[config.mk]
export PLATFORM = sky130hd
export DESIGN_NAME = bht_access_ctrl_flat
export DESIGN_NICKNAME = d
export VERILOG_FILES = /design/src/rtl/bht_access_ctrl_if.sv /design/src/rtl/bht_access_ctrl.sv /design/src/flat_wrapper.sv
export SDC_FILE = /design/constraint.sdc
export NUM_CORES = 1
export LEC_CHECK = 0
export CORE_ASPECT_RATIO = 0.9
export CORE_MARGIN = 8
export CORE_UTILIZATION = 50
export CTS_CLUSTER_DIAMETER = 40
export DETAILED_ROUTE_END_ITERATION = 10
export GPL_TIMING_DRIVEN = 0
export HOLD_SLACK_MARGIN = 0.15
export MAX_ROUTING_LAYER = met4
export PLACE_DENSITY_LB_ADDON = 0.12
export SYNTH_ARGS = -nofsm -noshare
export SYNTH_HDL_FRONTEND = slang
export SYNTH_SLANG_ARGS = --single-unit
[constraint.sdc]
create_clock -name clk -period 2.9 [get_ports clk]
set_input_delay 0.435 -clock clk [delete_from_list [all_inputs] [get_ports clk]]
set_output_delay 0.435 -clock clk [all_outputs]
set_load 0.1 [all_outputs]
[src/rtl/bht_access_ctrl_if.sv]
// Bundle of all non-clock/reset signals of bht_access_ctrl.
//   slave  : view taken by the controller (drives lk_ready, pred_*, upd_ready, busy,
//            mispredict*, bht_en/we/clr/addr/taken; samples the requests and bht_rd).
//   master : view taken by IF/EX control and the BHT array (drives the requests and bht_rd).
interface bht_access_ctrl_if #(
  parameter int unsigned IDX_W  = 5,
  parameter int unsigned MCNT_W = 16
);
  // Fetch-stage lookup
  logic              lk_valid;
  logic [IDX_W-1:0]  lk_idx;
  logic              lk_ready;
  logic              pred_valid;
  logic              pred_taken;
  // Execute-stage update
  logic              upd_valid;
  logic [IDX_W-1:0]  upd_idx;
  logic              upd_taken;
  logic              upd_pred;
  logic              upd_ready;
  // Control / status
  logic              clr_req;
  logic              busy;
  logic              mispredict;
  logic [MCNT_W-1:0] mispredict_cnt;
  // BHT access port
  logic              bht_en;
  logic              bht_we;
  logic              bht_clr;
  logic [IDX_W-1:0]  bht_addr;
  logic              bht_taken;
  logic              bht_rd;

  modport slave (
    input  lk_valid, lk_idx, upd_valid, upd_idx, upd_taken, upd_pred, clr_req, bht_rd,
    output lk_ready, pred_valid, pred_taken, upd_ready, busy, mispredict, mispredict_cnt,
    output bht_en, bht_we, bht_clr, bht_addr, bht_taken
  );

  modport master (
    output lk_valid, lk_idx, upd_valid, upd_idx, upd_taken, upd_pred, clr_req, bht_rd,
    input  lk_ready, pred_valid, pred_taken, upd_ready, busy, mispredict, mispredict_cnt,
    input  bht_en, bht_we, bht_clr, bht_addr, bht_taken
  );
endinterface

[src/rtl/bht_access_ctrl.sv]
// bht_access_ctrl: sequencer/arbiter for the single-port 2-bit-counter branch history table.
// Shares the BHT port between fetch lookups and execute updates, buffers updates in a small
// FIFO with an age-based anti-starvation rule, clears the whole table after reset or on
// clr_req, and tracks mispredicts.
// Ports:
//   clk    - clock, rising edge
//   arst_n - asynchronous active-low reset
//   bus    - bht_access_ctrl_if.slave: lookup request/prediction, update request,
//            clear request, busy/mispredict status and the BHT access port
module bht_access_ctrl #(
  parameter int unsigned IDX_W   = 5,
  parameter int unsigned ENTRIES = 2 ** IDX_W,
  parameter int unsigned QDEPTH  = 2,
  parameter int unsigned AGE_MAX = 3,
  parameter int unsigned MCNT_W  = 16
) (
  input logic             clk,
  input logic             arst_n,
  bht_access_ctrl_if.slave bus
);

  localparam int unsigned PtrW = (QDEPTH > 1) ? $clog2(QDEPTH) : 1;
  localparam int unsigned CntW = $clog2(QDEPTH + 1);
  localparam int unsigned AgeW = $clog2(AGE_MAX + 1);

  localparam logic [1:0] StInit  = 2'd0;
  localparam logic [1:0] StRun   = 2'd1;
  localparam logic [1:0] StClear = 2'd2;

  logic [1:0]                   state_q, state_d;
  logic [IDX_W-1:0]             clr_ptr_q, clr_ptr_d;
  logic [CntW-1:0]              count_q, count_d;
  logic [PtrW-1:0]              wr_ptr_q, wr_ptr_d;
  logic [PtrW-1:0]              rd_ptr_q, rd_ptr_d;
  logic [QDEPTH-1:0][IDX_W-1:0] q_idx_q, q_idx_d;
  logic [QDEPTH-1:0]            q_taken_q, q_taken_d;
  logic [AgeW-1:0]              head_age_q, head_age_d;
  logic                         pred_valid_q, pred_valid_d;
  logic                         pred_taken_q, pred_taken_d;
  logic                         mispredict_q, mispredict_d;
  logic [MCNT_W-1:0]            mcnt_q, mcnt_d;

  logic run, full, not_empty, aged;
  logic lk_ready, upd_ready, lk_grant, upd_grant, enq, deq, flush;

  // Arbitration: the update takes the port when the queue is full, the head has waited too
  // long, or nobody wants a lookup. lk_ready is deliberately independent of lk_valid.
  always_comb begin
    run       = (state_q == StRun);
    full      = (count_q == CntW'(QDEPTH));
    not_empty = (count_q != '0);
    aged      = (head_age_q >= AgeW'(AGE_MAX));
    lk_ready  = run && !(full || aged);
    upd_ready = run && !full;
    upd_grant = run && not_empty && (full || aged || !bus.lk_valid);
    lk_grant  = bus.lk_valid && lk_ready;
    enq       = bus.upd_valid && upd_ready;
    deq       = upd_grant;
    flush     = run && bus.clr_req;
  end

  // Table sequencing: INIT and CLEAR both sweep every entry, then hand over to RUN.
  always_comb begin
    state_d   = state_q;
    clr_ptr_d = clr_ptr_q;
    unique case (state_q)
      StInit, StClear: begin
        if (clr_ptr_q == IDX_W'(ENTRIES - 1)) begin
          clr_ptr_d = '0;
          state_d   = StRun;
        end else begin
          clr_ptr_d = clr_ptr_q + 1'b1;
        end
      end
      StRun: begin
        if (bus.clr_req) begin
          state_d   = StClear;
          clr_ptr_d = '0;
        end
      end
      default: begin
        state_d   = StInit;
        clr_ptr_d = '0;
      end
    endcase
  end

  // Update FIFO. A flush wins over any same-cycle enqueue, so nothing accepted alongside a
  // clear request ever reaches the table.
  always_comb begin
    count_d    = count_q;
    wr_ptr_d   = wr_ptr_q;
    rd_ptr_d   = rd_ptr_q;
    q_idx_d    = q_idx_q;
    q_taken_d  = q_taken_q;
    head_age_d = head_age_q;

    if (enq) begin
      q_idx_d[wr_ptr_q]   = bus.upd_idx;
      q_taken_d[wr_ptr_q] = bus.upd_taken;
      wr_ptr_d = (wr_ptr_q == PtrW'(QDEPTH - 1)) ? '0 : wr_ptr_q + 1'b1;
    end
    if (deq) begin
      rd_ptr_d = (rd_ptr_q == PtrW'(QDEPTH - 1)) ? '0 : rd_ptr_q + 1'b1;
    end
    if (enq && !deq) begin
      count_d = count_q + 1'b1;
    end else if (!enq && deq) begin
      count_d = count_q - 1'b1;
    end

    // Age belongs to the current head; any new head (after dequeue or into an empty queue)
    // starts at zero.
    if (deq || !not_empty) begin
      head_age_d = '0;
    end else if (!aged) begin
      head_age_d = head_age_q + 1'b1;
    end

    if (flush) begin
      count_d    = '0;
      wr_ptr_d   = '0;
      rd_ptr_d   = '0;
      head_age_d = '0;
    end
  end

  // Prediction capture and mispredict statistics.
  always_comb begin
    pred_valid_d = lk_grant;
    pred_taken_d = lk_grant ? bus.bht_rd : pred_taken_q;
    mispredict_d = enq && (bus.upd_taken != bus.upd_pred);
    mcnt_d       = mcnt_q;
    if (mispredict_d && (mcnt_q != '1)) begin
      mcnt_d = mcnt_q + 1'b1;
    end
  end

  always_ff @(posedge clk or negedge arst_n) begin
    if (!arst_n) begin
      state_q      <= StInit;
      clr_ptr_q    <= '0;
      count_q      <= '0;
      wr_ptr_q     <= '0;
      rd_ptr_q     <= '0;
      q_idx_q      <= '0;
      q_taken_q    <= '0;
      head_age_q   <= '0;
      pred_valid_q <= 1'b0;
      pred_taken_q <= 1'b0;
      mispredict_q <= 1'b0;
      mcnt_q       <= '0;
    end else begin
      state_q      <= state_d;
      clr_ptr_q    <= clr_ptr_d;
      count_q      <= count_d;
      wr_ptr_q     <= wr_ptr_d;
      rd_ptr_q     <= rd_ptr_d;
      q_idx_q      <= q_idx_d;
      q_taken_q    <= q_taken_d;
      head_age_q   <= head_age_d;
      pred_valid_q <= pred_valid_d;
      pred_taken_q <= pred_taken_d;
      mispredict_q <= mispredict_d;
      mcnt_q       <= mcnt_d;
    end
  end

  // BHT port mux.
  always_comb begin
    bus.bht_en    = 1'b0;
    bus.bht_we    = 1'b0;
    bus.bht_clr   = 1'b0;
    bus.bht_addr  = '0;
    bus.bht_taken = 1'b0;
    if (!run) begin
      bus.bht_en   = 1'b1;
      bus.bht_we   = 1'b1;
      bus.bht_clr  = 1'b1;
      bus.bht_addr = clr_ptr_q;
    end else if (upd_grant) begin
      bus.bht_en    = 1'b1;
      bus.bht_we    = 1'b1;
      bus.bht_addr  = q_idx_q[rd_ptr_q];
      bus.bht_taken = q_taken_q[rd_ptr_q];
    end else if (lk_grant) begin
      bus.bht_en   = 1'b1;
      bus.bht_addr = bus.lk_idx;
    end
  end

  assign bus.lk_ready       = lk_ready;
  assign bus.upd_ready      = upd_ready;
  assign bus.busy           = !run;
  assign bus.pred_valid     = pred_valid_q;
  assign bus.pred_taken     = pred_taken_q;
  assign bus.mispredict     = mispredict_q;
  assign bus.mispredict_cnt = mcnt_q;

endmodule

[src/flat_wrapper.sv]
// flat-port wrapper written by rule: the top's interface ports become plain ports
module bht_access_ctrl_flat 
#(
  parameter int unsigned IDX_W   = 5,
  parameter int unsigned ENTRIES = 2 ** IDX_W,
  parameter int unsigned QDEPTH  = 2,
  parameter int unsigned AGE_MAX = 3,
  parameter int unsigned MCNT_W  = 16
)
  (clk, arst_n, bus_lk_valid, bus_lk_idx, bus_upd_valid, bus_upd_idx, bus_upd_taken, bus_upd_pred, bus_clr_req, bus_bht_rd, bus_lk_ready, bus_pred_valid, bus_pred_taken, bus_upd_ready, bus_busy, bus_mispredict, bus_mispredict_cnt, bus_bht_en, bus_bht_we, bus_bht_clr, bus_bht_addr, bus_bht_taken);
  bht_access_ctrl_if #(.IDX_W(IDX_W), .MCNT_W(MCNT_W)) bus_i ();
  input logic clk;
  input logic arst_n;
  input wire logic [$bits(bus_i.lk_valid)-1:0] bus_lk_valid;
  input wire logic [$bits(bus_i.lk_idx)-1:0] bus_lk_idx;
  input wire logic [$bits(bus_i.upd_valid)-1:0] bus_upd_valid;
  input wire logic [$bits(bus_i.upd_idx)-1:0] bus_upd_idx;
  input wire logic [$bits(bus_i.upd_taken)-1:0] bus_upd_taken;
  input wire logic [$bits(bus_i.upd_pred)-1:0] bus_upd_pred;
  input wire logic [$bits(bus_i.clr_req)-1:0] bus_clr_req;
  input wire logic [$bits(bus_i.bht_rd)-1:0] bus_bht_rd;
  output wire logic [$bits(bus_i.lk_ready)-1:0] bus_lk_ready;
  output wire logic [$bits(bus_i.pred_valid)-1:0] bus_pred_valid;
  output wire logic [$bits(bus_i.pred_taken)-1:0] bus_pred_taken;
  output wire logic [$bits(bus_i.upd_ready)-1:0] bus_upd_ready;
  output wire logic [$bits(bus_i.busy)-1:0] bus_busy;
  output wire logic [$bits(bus_i.mispredict)-1:0] bus_mispredict;
  output wire logic [$bits(bus_i.mispredict_cnt)-1:0] bus_mispredict_cnt;
  output wire logic [$bits(bus_i.bht_en)-1:0] bus_bht_en;
  output wire logic [$bits(bus_i.bht_we)-1:0] bus_bht_we;
  output wire logic [$bits(bus_i.bht_clr)-1:0] bus_bht_clr;
  output wire logic [$bits(bus_i.bht_addr)-1:0] bus_bht_addr;
  output wire logic [$bits(bus_i.bht_taken)-1:0] bus_bht_taken;
  assign bus_i.lk_valid = bus_lk_valid;
  assign bus_i.lk_idx = bus_lk_idx;
  assign bus_i.upd_valid = bus_upd_valid;
  assign bus_i.upd_idx = bus_upd_idx;
  assign bus_i.upd_taken = bus_upd_taken;
  assign bus_i.upd_pred = bus_upd_pred;
  assign bus_i.clr_req = bus_clr_req;
  assign bus_i.bht_rd = bus_bht_rd;
  assign bus_lk_ready = bus_i.lk_ready;
  assign bus_pred_valid = bus_i.pred_valid;
  assign bus_pred_taken = bus_i.pred_taken;
  assign bus_upd_ready = bus_i.upd_ready;
  assign bus_busy = bus_i.busy;
  assign bus_mispredict = bus_i.mispredict;
  assign bus_mispredict_cnt = bus_i.mispredict_cnt;
  assign bus_bht_en = bus_i.bht_en;
  assign bus_bht_we = bus_i.bht_we;
  assign bus_bht_clr = bus_i.bht_clr;
  assign bus_bht_addr = bus_i.bht_addr;
  assign bus_bht_taken = bus_i.bht_taken;
  bht_access_ctrl #(.IDX_W(IDX_W), .ENTRIES(ENTRIES), .QDEPTH(QDEPTH), .AGE_MAX(AGE_MAX), .MCNT_W(MCNT_W)) u_core (.clk(clk), .arst_n(arst_n), .bus(bus_i));
endmodule
; ---- After elaboration in Yosys (flattened, before gate mapping)
; Cells that the tools add are included.
; Widths: inputs -> output; s select.
[word_totals]
ff_bits = 44
in_bits = 18
out_inout_bits = 31
word_cells = 101
[classes]
n_addsub = 7
order_cmp = 4
eq_ne = 9
muxes = 39
reduce_logical = 29
[ops]
columns = operator, n
row1 = $mux 5, 8
row2 = $mux 1, 17
row3 = $add 16x1->16 const B, 1
row4 = $mux 2, 8
row5 = $ne 16x16->1 const B, 1
row6 = $logic_and 1x1->1, 12
row7 = $bwmux 10, 1
row8 = $pmux 5 s2, 1
row9 = $logic_not 1->1, 7
row10 = $reduce_bool 2->1, 3
row11 = $add 5x1->5 const B, 1
row12 = $demux 5 s1, 1
row13 = $eq 5x5->1 const B, 1
row14 = $add 2x1->2 const B, 2
row15 = $eq 2x2->1 const B, 2
row16 = $lt 1x2->1 const B, 2
row17 = $pmux 2 s2, 1
row18 = $logic_or 1x1->1, 3
row19 = $ne 3x3->1 const B, 1
row20 = $reduce_bool 3->1, 1
row21 = $add 1x1->1 const B, 2
row22 = $bwmux 2, 1
row23 = $eq 2x1->1 const B, 1
row24 = $ge 2x2->1 const B, 1
row25 = other kinds (9), 9

; ---- Longest topological paths before layout
; Gate-level depths: netlist of run 1.
[depth]
word_depth = 9
depth_mapped = 9
ltp_nobuf = 9

; ---- Least setup slack after synthesis of run 1
; Ideal clock, no wire load.
[synth_timing]
path_type = register to output
startpoint = reg u_core.head_age_q[0]
endpoint = out bus_bht_we
t_arrival_ns = 2.957
t_required_ns = 2.465
setup_slack_ns = -0.492
path_stages_with_launch = 5
n_path_buf = 0
cell_sequence = dfrtp_1 > ha_1 > nand2b_1 > nor2_1 > o21ai_0
[synth_via]
elab_chain_len = 6
[synth_rtl]
columns = element, line
row1 = start: declaration, bht_access_ctrl.sv:37  ; logic [AgeW-1:0] head_age_q, head_age_d;
row2 = start signal: assignment, bht_access_ctrl.sv:161  ; head_age_q <= head_age_d;
row3 = $ge 2x2->1, bht_access_ctrl.sv:52  ; aged = (head_age_q >= AgeW'(AGE_MAX));
row4 = $logic_or 1x1->1 (2 in a row), bht_access_ctrl.sv:55  ; upd_grant = run && not_empty && (full || aged || !bus.lk_valid);
row5 = $logic_and 1x1->1, bht_access_ctrl.sv:55
row6 = $mux 1, bht_access_ctrl.sv:181  ; end else if (upd_grant) begin
row7 = $mux 1, bht_access_ctrl.sv:176  ; if (!run) begin
row8 = end: declaration, flat_wrapper.sv:30  ; output wire logic [$bits(bus_i.bht_we)-1:0] bus_bht_we;
; Every way passes these cells.

; ---- Worst setup path after layout of run 1
[layout_timing]
startpoint = reg u_core.state_q[0]
endpoint = out bus_busy
[layout_via]
elab_chain_len = 2
[layout_rtl]
columns = element, line
row1 = start: declaration, bht_access_ctrl.sv:30  ; logic [1:0] state_q, state_d;
row2 = start signal: assignment, bht_access_ctrl.sv:141  ; state_q <= StInit;
row3 = start signal: assignment, bht_access_ctrl.sv:154  ; state_q <= state_d;
row4 = $eq 2x1->1, bht_access_ctrl.sv:49  ; run = (state_q == StRun);
row5 = $logic_not 1->1, -
row6 = end: declaration, flat_wrapper.sv:26  ; output wire logic [$bits(bus_i.busy)-1:0] bus_busy;
; Every way passes these cells.

==> results of run 1 <==
==> synth_stat cells <==
master / count
nor2b_1: 2
nor3b_1: 1
nand2b_1: 1
ha_1: 5
nor4_2: 3
mux2_2: 14
clkbuf_1: 2
nor2b_4: 1
or2_1: 1
nor4b_1: 1
mux2_4: 6
a21oi_1: 6
and3_1: 4
o22ai_1: 3
nand3_1: 7
nand2_1: 9
nor2_1: 22
xnor2_1: 2
buf_4: 2
buf_6: 4
nand2b_4: 1
xor2_1: 20
and2b_1: 1
nor3_1: 4
buf_1: 1
nand4_4: 1
a22o_1: 2
nor4_4: 2
a221oi_1: 5
and4_1: 1
or4_1: 1
buf_2: 2
a32o_1: 1
dfrtp_1: 44
mux2i_1: 2
nor4_1: 5
nand4_1: 5
inv_1: 7
o21ai_0: 4
==> cell type report <==
class | count | area, um^2
buffer | 11 | 81.33
clock buffer | 6 | 82.58
clock inverter | 2 | 10.01
fill | 361 | 1480
inverter | 7 | 26.28
multi-input combinational | 143 | 1136
sequential | 44 | 1101
tap | 62 | 77.57
timing repair buffer | 49 | 465.4
==> repair_timing <==
action                     4_1_cts  5_1_grt
cloned                           0        0
hold buffers                     1        0
setup endpoints to repair       10        7
hold endpoints to repair        17        0
gates resized for setup         24       13
==> worst max-delay path: cells and delay by family (launching register included) <==
kind	cells	cell delay [ns]
buffers and inverters	5	1.44
DFF	1	0.45
and+or+nand+nor	1	0.19
==> cell families (layout without fill, tap and decap cells) <==
family	after synthesis	count (layout)	share of synthesized area, %
multiplexers	22	22	11.52
flip-flops	44	44	47.36
AND/OR/NAND/NOR	73	73	19.48
AO/OA/AOI/OAI	21	21	6.028
XOR/XNOR	22	22	8.289
adder cells (fa/ha/maj)	5	5	2.691
buffers and inverters	18	75	4.628
==> flip-flops by register name, summed over array words and instances, names as in the netlist <==
register and count:
u_core.bus.pred_taken 1, u_core.rd_ptr_q 1, u_core.state_q 2, u_core.wr_ptr_q 1, u_core.bus.pred_valid 1, u_core.bus.mispredict_cnt 16
u_core.q_taken_q 2, u_core.q_idx_q 10, u_core.head_age_q 2, u_core.clr_ptr_q 5, u_core.bus.mispredict 1, u_core.count_q 2
==> per-layer routing <==
layer  vias up  wire length, um
met4         0               17
met3         2              247
li1        838                -
met5         -                0
met1       834             2637
met2        38             2213
==> stage by stage <==
stage	hold WS (ns)	setup WS [ns]	TNS (ns)	instance area [um^2]
after floorplan	0.1394	0.04050	0	2338
after global placement	0.4859	-0.5781	-3.353	2887
after detailed placement	0.4033	-0.5571	-3.237	2902
after CTS	0.4997	0.01488	0	3009
after global routing	0.5307	0.01273	0	2980
final	0.5050	0.09304	0	2980
==> path summary, 6_finish.rpt <==
kind	endpoint	slack [ns]	cells past startpoint
min reg2reg	u_core.bus.mispredict_cnt[15]	0.50	1
min	u_core.bus.mispredict_cnt[15]	0.50	1
max reg2reg	u_core.count_q[1]	0.86	8
max	bus_busy	0.09	6
max in group asynchronous	u_core.q_taken_q[1]	1.79	3
min in group asynchronous	u_core.clr_ptr_q[3]	0.61	2
==> where the power goes <==
group / switching, mW / leakage, nW / internal [mW]
Clock: 0.203 / 0.0510 / 0.190
Combinational: 0.863 / 0.758 / 0.425
Sequential: 0.141 / 0.584 / 0.791
==> impl_metrics.json, run 1 <==
{
  "status": "complete, no violations",
  "path_clk_slew_ns": 0.08,
  "cp_cell_sequence": "and2b_1, buf_6, inv_1, buf_2, buf_4, dlygate4sd2_1",
  "grt_use_met1_pct": 22.47,
  "antenna_found_initial": 0,
  "nNetsFinal": 284,
  "rsz0062_at_grt": "false",
  "cp-startpoint": "u_core.state_q[0]",
  "io_pins": 49,
  "use_met3_pct": 3.772,
  "hp-start": "u_core.bus.mispredict_cnt[15]",
  "initial_core_util_pct": 52.12,
  "layout_min_cycle_time_ns": 2.807,
  "cts.sinks": 44,
  "routedWlPerCell_um": 15.79,
  "yosysWarnings": 0,
  "die_area_mm2": 0.007091,
  "syn_inst": 205,
  "num_vias": 1712,
  "leakagePower_nw": 1.393,
  "post-cts-setup-buffers": 0,
  "p_per_area_mw_per_mm2": 876.6,
  "root_buffer": "clkbuf_8",
  "dp_cells": 315,
  "synth.avg_cell_area_um2": 11.34,
  "cts_buffers": 5,
  "final_common_cell": "dfrtp_1",
  "synthTopCellsByArea": "dfrtp_1 (47%), xor2_1 (7.5%), mux2_2 (6.8%), mux2_4 (3.9%), nor2_1 (3.6%)",
  "area_growth_pct": 28.20,
  "tritoncts": "yes",
  "total_power_mw": 2.613,
  "yosysSeqAreaShare_pct": 47.36,
  "cp.required_ns": 2.47,
  "grt_use_met2_pct": 23.89,
  "cp_max_fo": 11,
  "h-tree-depth": 2,
  "grt_pass1_wl_mm": 8.838,
  "viasPerCell": 5.284,
  "drv_slew": 0,
  "top_usage_layer": "met2",
  "endpoint_kind": "output pin",
  "syn_nets": 228,
  "core-area_mm2": 0.004461,
  "fin_skew_ns": 0.01245,
  "max_cap_violations": 0,
  "grt_pass1_vias": 1802,
  "grt_max_degree": 28,
  "crit_slowest_cell": "dlygate4sd2_1",
  "r2r-start": "u_core.head_age_q[0]",
  "cp.arrival_ns": 2.37,
  "fp.dieH_um": 80.69,
  "dp_hpwl_mm": 3.792,
  "die_x_um": 87.88,
  "netlist_area_mm2": 0.002325,
  "setup.worst_path.class": "flop to output pin",
  "worstMarginPinSlew_ns": 0.9776,
  "drtIter0Drc": 102,
  "critPathLaunchType": "flop",
  "place.gp.congestion": 0.8057,
  "globalRouteOverflowTotal": 0,
  "cpPeakStageDelay_ns": 0.85,
  "fin_crit_sh_pct": 96.79,
  "drc": 0,
  "ys_types": 39,
  "antenna_cells": 0,
  "irDropWorstVdd_mv": 0.5483,
  "hold_path_class": "flop to flop",
  "fmax_mhz": 356.3,
  "final_cell_mix": "dfrtp_1 (44), clkdlybuf4s50_1 (35), xor2_1 (20), nor2_1 (17), mux2_2 (14)",
  "portBuffers": 47,
  "drive_gt1_share_pct": 22.90,
  "dr.pass1.iters": 4,
  "clk-insertion-delay-late_ns": 0.29,
  "max-clock-path-buffers": 2,
  "yosysTopAreaCellShare_pct": 47.36,
  "layoutNonFillerInstCount": 324,
  "track_usage_pct": 16.39,
  "ys_seq_elements": 44,
  "core.rowCount": 23,
  "wl_mm": 5.115,
  "hold_violations": 0,
  "slew_headroom_pct": 34.63,
  "utilization_pct": 66.82,
  "setup_violations": 0,
  "synth_top_area_cell": "dfrtp_1",
  "ant_nets": 0
}
Note: power is estimated with default switching activity, not from simulation.
==> inputs of run 2 (changes only) <==
CTS_CLUSTER_SIZE = 20   (was not set)
==> results of run 2 <==
Final layout, timing and power as in run 1 (identical DEF).
==> inputs of run 3 (changes only) <==
CORE_ASPECT_RATIO = not set   (was 0.9)
clock period = 3.15 ns   (was 2.9 ns; I/O delays follow)
==> run 3 against run 2 <==
Net effect:
- register-to-register slack better by 0.04 ns
- final cell count is 2.5% lower
- critical path depth is 1 lower
- final area is 1.0% higher
- utilization is 1.3 points lower
- non-clock buffer count stayed put
- setup slack better by 0.055 ns
- wire length is 1.0% higher
- die area hardly changed
- combinational power is 7% lower
- critical path type unchanged
- critical endpoint is now bus_bht_clr
- largest cell class unchanged
- highest routed layer unchanged
==> impl_metrics.json, run 3 (synthesis gave the netlist of run 1 again) <==
{
  "grt_pass1_wl_mm": 8.887,
  "p_per_area_mw_per_mm2": 825.4,
  "max_cap_violations": 0,
  "num_vias": 1706,
  "die_area_mm2": 0.007087,
  "hold_path_class": "flop to flop",
  "nNetsFinal": 284,
  "utilization_pct": 65.50,
  "power_frac_clock_pct": 17.3,
  "fin_skew_ns": 0.01455,
  "cp_cell_sequence": "and2b_1, buf_6, inv_1, buf_2, clkdlybuf4s50_1",
  "p_sw_mw": 1.112,
  "setup.worst_path.class": "flop to output pin",
  "combPwrFrac_pct": 48.2,
  "nFillCells": 376,
  "h-tree-depth": 2,
  "hold_violations": 0,
  "setup_slack_ns": 0.1482,
  "portBuffers": 47,
  "setup_violations": 0,
  "pwr-share-seq_pct": 34.5,
  "pre_cts_ws_ns": -0.3545,
  "critPathLaunchType": "flop",
  "dp_cells": 307,
  "io_pins": 49,
  "die_x_um": 84.19,
  "drv_slew": 0,
  "swShare_pct": 44.73,
  "drive_gt1_share_pct": 19.85,
  "cp.arrival_ns": 2.53,
  "largest_register_ffs": 16,
  "hp-start": "u_core.bus.mispredict_cnt[15]",
  "endpoint_kind": "output pin",
  "slew_headroom_pct": 34.28,
  "path_clk_slew_ns": 0.08,
  "rsz0062_at_grt": "false",
  "ant_nets": 0,
  "fp.dieH_um": 84.19,
  "layout_min_cycle_time_ns": 3.002,
  "viasPerCell": 5.399,
  "core-area_mm2": 0.004598,
  "track_usage_pct": 15.37,
  "fin_crit_sh_pct": 95.30,
  "routedWlPerCell_um": 16.35,
  "status": "complete, no violations",
  "root_buffer": "clkbuf_8",
  "crit_slowest_cell": "clkdlybuf4s50_1",
  "tritoncts": "yes",
  "drtIter0Drc": 93,
  "layoutNonFillerInstCount": 316,
  "grt_max_degree": 27,
  "core.rowCount": 25,
  "p_int_mw": 1.374,
  "area_growth_pct": 29.55,
  "cp_max_fo": 11,
  "final_common_cell": "dfrtp_1",
  "cts_buffers": 5,
  "grt_pass1_vias": 1802,
  "cts.sinks": 44,
  "wl_mm": 5.166,
  "r2r-start": "u_core.head_age_q[0]",
  "globalRouteOverflowTotal": 0,
  "max-clock-path-buffers": 2,
  "cpPeakStageDelay_ns": 1.17,
  "leakagePower_nw": 1.387,
  "drc": 0,
  "fmax_mhz": 333.1,
  "place.gp.congestion": 0.7775,
  "final_cell_mix": "dfrtp_1 (44), clkdlybuf4s50_1 (38), nor2_1 (22), xor2_1 (20), mux2_2 (14)",
  "irDropWorstVdd_mv": 0.3337,
  "antenna_cells": 0,
  "clk-insertion-delay-late_ns": 0.30,
  "dr.pass1.iters": 4,
  "cp-startpoint": "u_core.state_q[0]",
  "initial_core_util_pct": 50.56,
  "antenna_found_initial": 0,
  "dp_hpwl_mm": 3.795,
  "worstMarginPinSlew_ns": 0.9828,
  "cp.required_ns": 2.68
}
==> run 3: final timing paths <==
kind,slack [ns],cells after the start,end
worst max register to register,0.90,9,u_core.count_q[1]
worst min-delay path,0.50,1,u_core.bus.mispredict_cnt[15]
worst min register to register,0.50,1,u_core.bus.mispredict_cnt[15]
min in group asynchronous,0.65,2,u_core.bus.pred_taken
max in group asynchronous,1.99,3,u_core.bus.mispredict_cnt[12]
worst max-delay path,0.15,5,bus_bht_clr
==> run 3: stage by stage <==
stage / hold slack, ns / power (mW) / area (um^2) / TNS (ns)
6_report: 0.4968 / 2.486 / 3012 / 0
5_1_grt: 0.5056 / 2.613 / 3012 / 0
4_1_cts: 0.5000 / 2.497 / 3007 / 0
3_5_place_dp: 0.4554 / 2.078 / 2882 / -1.971
3_3_place_gp: 0.4814 / 2.048 / 2867 / -1.889
2_1_floorplan: 0.1769 / 1.795 / 2328 / 0
==> run 3: layout make-up <==
type / count / area [um^2] / area share (%)
buffer: 11 / 81.33 / 2.700
clock buffer: 6 / 72.57 / 2.410
clock inverter: 2 / 35.03 / 1.163
inverter: 7 / 26.28 / 0.8725
multi-input combinational: 143 / 1120 / 37.18
sequential: 44 / 1101 / 36.56
tap: 54 / 67.56 / 2.243
timing repair buffer: 49 / 508.0 / 16.87
==> run 3: timing repair <==
| action | CTS | global route |
|---|---|---|
| setup buffers | 0 | 0 |
| hold endpoints to repair | 18 | 0 |
| hold buffers | 1 | 0 |
| setup endpoints to repair | 6 | 2 |
| resized for setup | 18 | 2 |
==> run 3: worst max-delay path, delay by kind of cell, from the launching register on <==
family / cells / cell delay, ns
buffers and inverters: 4 / 1.59
flip-flops: 1 / 0.45
AND/OR/NAND/NOR: 1 / 0.19
==> run 3: power groups by stage <==
stage	sequential (mW)	combinational, mW	clock, mW
CTS	0.857	1.20	0.435
floorplan	0.976	0.819	0
global route	0.882	1.27	0.459
global placement	0.856	1.19	0
finish	0.858	1.20	0.430
detailed placement	0.867	1.21	0
==> run 3: routing by layer <==
metal  routed length, um  share of wire, %  track usage (%)
met5                   0                 0                -
met4                  31              0.60            2.355
met3                 197               3.8            4.259
met2                2435                47            23.75
met1                2502                48            19.98
